**config.mk**
```make
export PLATFORM = sky130hd
export DESIGN_NAME = sine_sequencer
export DESIGN_NICKNAME = d
export VERILOG_FILES = /design/src/rtl/sine_sequencer.sv
export SDC_FILE = /design/constraint.sdc
export NUM_CORES = 1
export LEC_CHECK = 0
export CELL_PAD_IN_SITES_DETAIL_PLACEMENT = 0
export CELL_PAD_IN_SITES_GLOBAL_PLACEMENT = 1
export CORE_MARGIN = 5
export CORE_UTILIZATION = 36
export CTS_BUF_LIST = sky130_fd_sc_hd__clkbuf_8
export DETAILED_ROUTE_END_ITERATION = 10
export GPL_TIMING_DRIVEN = 0
export PLACE_DENSITY_LB_ADDON = 0.1
export SYNTH_ARGS = -nofsm -noshare
export SYNTH_HDL_FRONTEND = slang
export SYNTH_SLANG_ARGS = --single-unit
```
**constraint.sdc**
```tcl
create_clock -name clk -period 5.4 [get_ports clk]
set_clock_uncertainty 0.1 [all_clocks]
set_input_delay 1.08 -clock clk [delete_from_list [all_inputs] [get_ports clk]]
set_output_delay 1.08 -clock clk [all_outputs]
set_load 0.01 [all_outputs]
```
**src/rtl/sine_sequencer.sv**
```systemverilog
// Phase-accumulator sine player: one ROM read per accepted tick, sample registered 1 cycle after rom_en.
// Ticks are dropped (sticky overrun) while a read is pending or an unaccepted sample is held.
module sine_sequencer #(
  parameter int WIDTH   = 64,
  parameter int DEPTH   = 64,
  parameter int PHASE_W = 16,
  localparam int AW     = $clog2(DEPTH)
) (
  input  logic               clk,
  input  logic               rst,
  input  logic               start,
  input  logic               stop,
  input  logic               tick,
  input  logic [PHASE_W-1:0] step,
  output logic               rom_en,
  output logic [AW-1:0]      rom_addr,
  input  logic [WIDTH-1:0]   rom_data,
  output logic [WIDTH-1:0]   sample_data,
  output logic               sample_valid,
  input  logic               sample_ready,
  output logic               busy,
  output logic               overrun
);

  typedef enum logic {IDLE = 1'b0, RUN = 1'b1} state_t;

  state_t             state, state_nxt;
  logic [PHASE_W-1:0] phase;
  logic [PHASE_W-1:0] step_q;
  logic               pending;
  logic               issue;
  logic               drop;

  // A tick is only honoured when the output slot will be free by the time the read lands.
  assign issue    = (state == RUN) && tick && !stop && !pending &&
                    (!sample_valid || sample_ready);
  assign drop     = (state == RUN) && tick && !stop && !issue;
  assign rom_addr = phase[PHASE_W-1 -: AW];
  assign busy     = (state == RUN) || pending;

  always_ff @(posedge clk) begin
    if (rst) begin
      state <= IDLE;
    end else begin
      state <= state_nxt;
    end
  end

  always_comb begin
    state_nxt = state;
    if (stop) begin
      state_nxt = IDLE;
    end else if (start) begin
      state_nxt = RUN;
    end
  end

  always_comb begin
    rom_en = issue;
  end

  always_ff @(posedge clk) begin
    if (rst) begin
      phase        <= '0;
      step_q       <= '0;
      pending      <= 1'b0;
      sample_data  <= '0;
      sample_valid <= 1'b0;
      overrun      <= 1'b0;
    end else begin
      pending <= issue;

      if (pending) begin
        sample_data  <= rom_data;
        sample_valid <= 1'b1;
      end else if (sample_valid && sample_ready) begin
        sample_valid <= 1'b0;
      end

      // A (re)start overrides the advance made by a coincident issue.
      if (start && !stop) begin
        phase  <= '0;
        step_q <= step;
      end else if (issue) begin
        phase <= phase + step_q;
      end

      if (start && !stop && (state == IDLE)) begin
        overrun <= 1'b0;
      end else if (drop) begin
        overrun <= 1'b1;
      end
    end
  end

endmodule

```
==> run summary <==
H-tree Lvls: 3
Maximum fanout along the worst path: 10
Power density over cell area: 215 nW/um2
Share of cells above drive strength 1: 4.65%
Vias in the first global route: 3940
Status: finished, final reports clean
Initial DRT Pass Iterations: 4
Initial drt markers: 131
GRT overflow: 0
Yosys top cell area share: 46.3%
Critical Path Sink Type: output pin
Via density: 4.91
Port bufs: 158
Total CTS buffers: 9
Leading area contributor after synthesis: dfxtp_1
Largest net degree at the start of global routing: 17
CP Class: in -> out
First-pass GRT wire length: 20000 um
WL final: 12200 um
RSZ-0062 raised after global routing: no
Skew-Pair Late Insertion Delay: 0.37 ns
Total number of vias: 3891
Synthesized instance count: 472
Syn. warnings: 0
Setup crit start: sample_ready
Leak: 2.30 nW
Place WS: 0.806 ns
Clock transition at the registers of the reported paths: 0.09 ns
Final Cycle Share: 84.8%
Ys flop type: dfxtp_1
Post-DP HPWL: 9570 um
HP Class: reg -> reg
Nets@finish: 743
CTS Hold Bufs: 0
Hold Fails Final Rpt: 0
DIE WIDTH: 120 um
Root Buffer: clkbuf_8
RR Startpoint: phase[0]
Synthesized Nets: 574
Post-CTS sizing: 0
Slowest CP cell: clkdlybuf4s50_1
Synth Cell Area: 4320 um2
Min-Delay Startpoint: step_q[4]
TritonCTS clock tree: yes
# fillers: 1135
Ys async rst share: 0%
Critical-path cell list: clkdlybuf4s50_1, inv_1, a21oi_1, nand2_1, inv_1, clkbuf_1, clkdlybuf4s50_1
CORE AREA: 11900 um2
Final setup viols: 0
Final worst slack: 0.820 ns
CTS Buffer Depth: 2
Avg Cell Area, Syn: 9.15 um2
Shortest period the worst path allows: 4.58 ns
WP data required: 4.22 ns
Routability Congestion: 0.846
DRT antenna net count: 0
CP arrival: 3.40 ns
Worst path max stage delay: 0.64 ns
Largest cells by area after synthesis: dfxtp_1, mux2i_1, nor2_1
Total global-route track usage: 17.6%
Post-CTS setup buffers: 0
Syn-to-layout area delta: 45.1%
Slew margin rel.: 52.4%
FF+latch count, synth: 100
# IOs: 160
Startpoint Class: primary input
Max Freq: 218 MHz
Sequential element share of the synthesized area: 46.3%
FP Rows: 40
Post-synth EDFFs: 0
Slew Limit Fails: 0
Hold depth: 2
Die Ht: 120 um
Setup TNS: 0 ns
Count of different cell masters after synthesis: 48
Initial Util: 36.4%
DR WL/cell: 15.4 um
R2R cell count: 8
Initial antenna violation count: 0
Worst VDD drop: 0.210 mV
Max-cap viol count: 0
# DRC: 0
Clock sink total: 100
Total die area: 14300 um2
N_diodes: 0
Least-Margin Pin Slew: 0.711 ns
## through the flow
step | util [%] | std cells | hold slack (ns) | total power (W) | area (um2)
2_1_floorplan | - | 472 | 0.336 | 0.000820 | 4320
3_3_place_gp | 51.3 | 777 | 0.345 | 0.000907 | 6080
3_5_place_dp | 51.3 | 777 | 0.355 | 0.000909 | 6080
4_1_cts | 52.8 | 792 | 0.370 | 0.00138 | 6270
5_1_grt | 52.8 | 792 | 0.384 | 0.00142 | 6270
6_report | 52.8 | 792 | 0.365 | 0.00135 | 6270
## sequential cells by signal, summed over array words and instances, names as in the netlist
signal	flops
pending	1
step_q	16
state	1
sample_data	64
phase	16
overrun	1
sample_valid	1
## cells in the final DEF, fill, tap and decap left out, types with 4 or more instances in the layout
cell type        instances
a21o_1                   7
nand2_1                 57
buf_1                    6
clkbuf_1                22
inv_1                    6
nor2_1                  74
mux2i_1                 65
a31oi_1                  4
nand3_1                  9
buf_4                    6
a21oi_1                 36
clkbuf_8                11
clkdlybuf4s50_1        158
dfxtp_1                100
xnor2_1                  5
o21ai_0                  6
nor3_1                   7
ha_1                    15
## cells in the mapped netlist, types with 2 or more instances
| library cell | count |
|---|---|
| dfxtp_1 | 100 |
| nor2_1 | 74 |
| mux2i_1 | 65 |
| nand2_1 | 57 |
| a21oi_1 | 36 |
| clkbuf_1 | 22 |
| ha_1 | 15 |
| nand3_1 | 9 |
| a21o_1 | 7 |
| nor3_1 | 7 |
| buf_1 | 6 |
| buf_4 | 6 |
| inv_1 | 6 |
| o21ai_0 | 6 |
| xnor2_1 | 5 |
| a31oi_1 | 4 |
| a211oi_1 | 3 |
| buf_2 | 3 |
| nand2b_1 | 3 |
| xor2_1 | 3 |
| a31o_1 | 2 |
| and3_1 | 2 |
| nand4_1 | 2 |
| nor2b_1 | 2 |
| nor4_1 | 2 |
| o211ai_1 | 2 |
| or4_1 | 2 |
## area by class of cell
| class | count | area (um2) | area share [%] |
|---|---|---|---|
| well taps | 147 | 184 | 2.93 |
| multi-input cells | 329 | 2130 | 34.0 |
| clock inverters | 4 | 31.3 | 0.499 |
| repair buffers | 158 | 1580 | 25.2 |
| inverters | 6 | 22.5 | 0.359 |
| flip-flops and latches | 100 | 2000 | 31.9 |
| plain buffers | 37 | 165 | 2.64 |
| clock buffers | 11 | 151 | 2.42 |
## routing by layer
metal,track usage [%],up-vias,wire (um)
li1,-,1958,-
met1,19.6,1800,4910
met2,28.8,116,5840
met3,9.66,17,1250
met4,5.44,0,238
met5,0,-,0
## critical path: cells and delay by family
kind | cells | cell delay, ns
compound gates | 1 | 0.17
simple gates | 1 | 0.25
buf+inv | 5 | 1.89
## report_power, final
group / leakage [nW] / internal, W / switching (W)
Clock: 0.0962 / 0.000194 / 0.000266
Combinational: 1.40 / 0.0000804 / 0.0000554
Sequential: 0.808 / 0.000747 / 0.00000664
Total: 2.30 / 0.00102 / 0.000329
## cell families (layout without fill, tap and decap cells)
kind of cell	after synthesis	count (layout)	synth area share, %
simple gates	168	168	16.7
flops	100	100	46.3
compound gates	72	72	11.1
mux	65	65	15.1
buf+inv	43	216	4.35
fa+ha+maj	16	16	4.81
xor+xnor	8	8	1.62
## worst paths after layout
| check | to | slack (ns) |
|---|---|---|
| max | rom_en | 0.82 |
| min reg2reg | step_q[4] | 0.37 |
| max reg2reg | phase[12] | 2.64 |
| min | step_q[4] | 0.37 |
(Power assumes the default switching activity.)
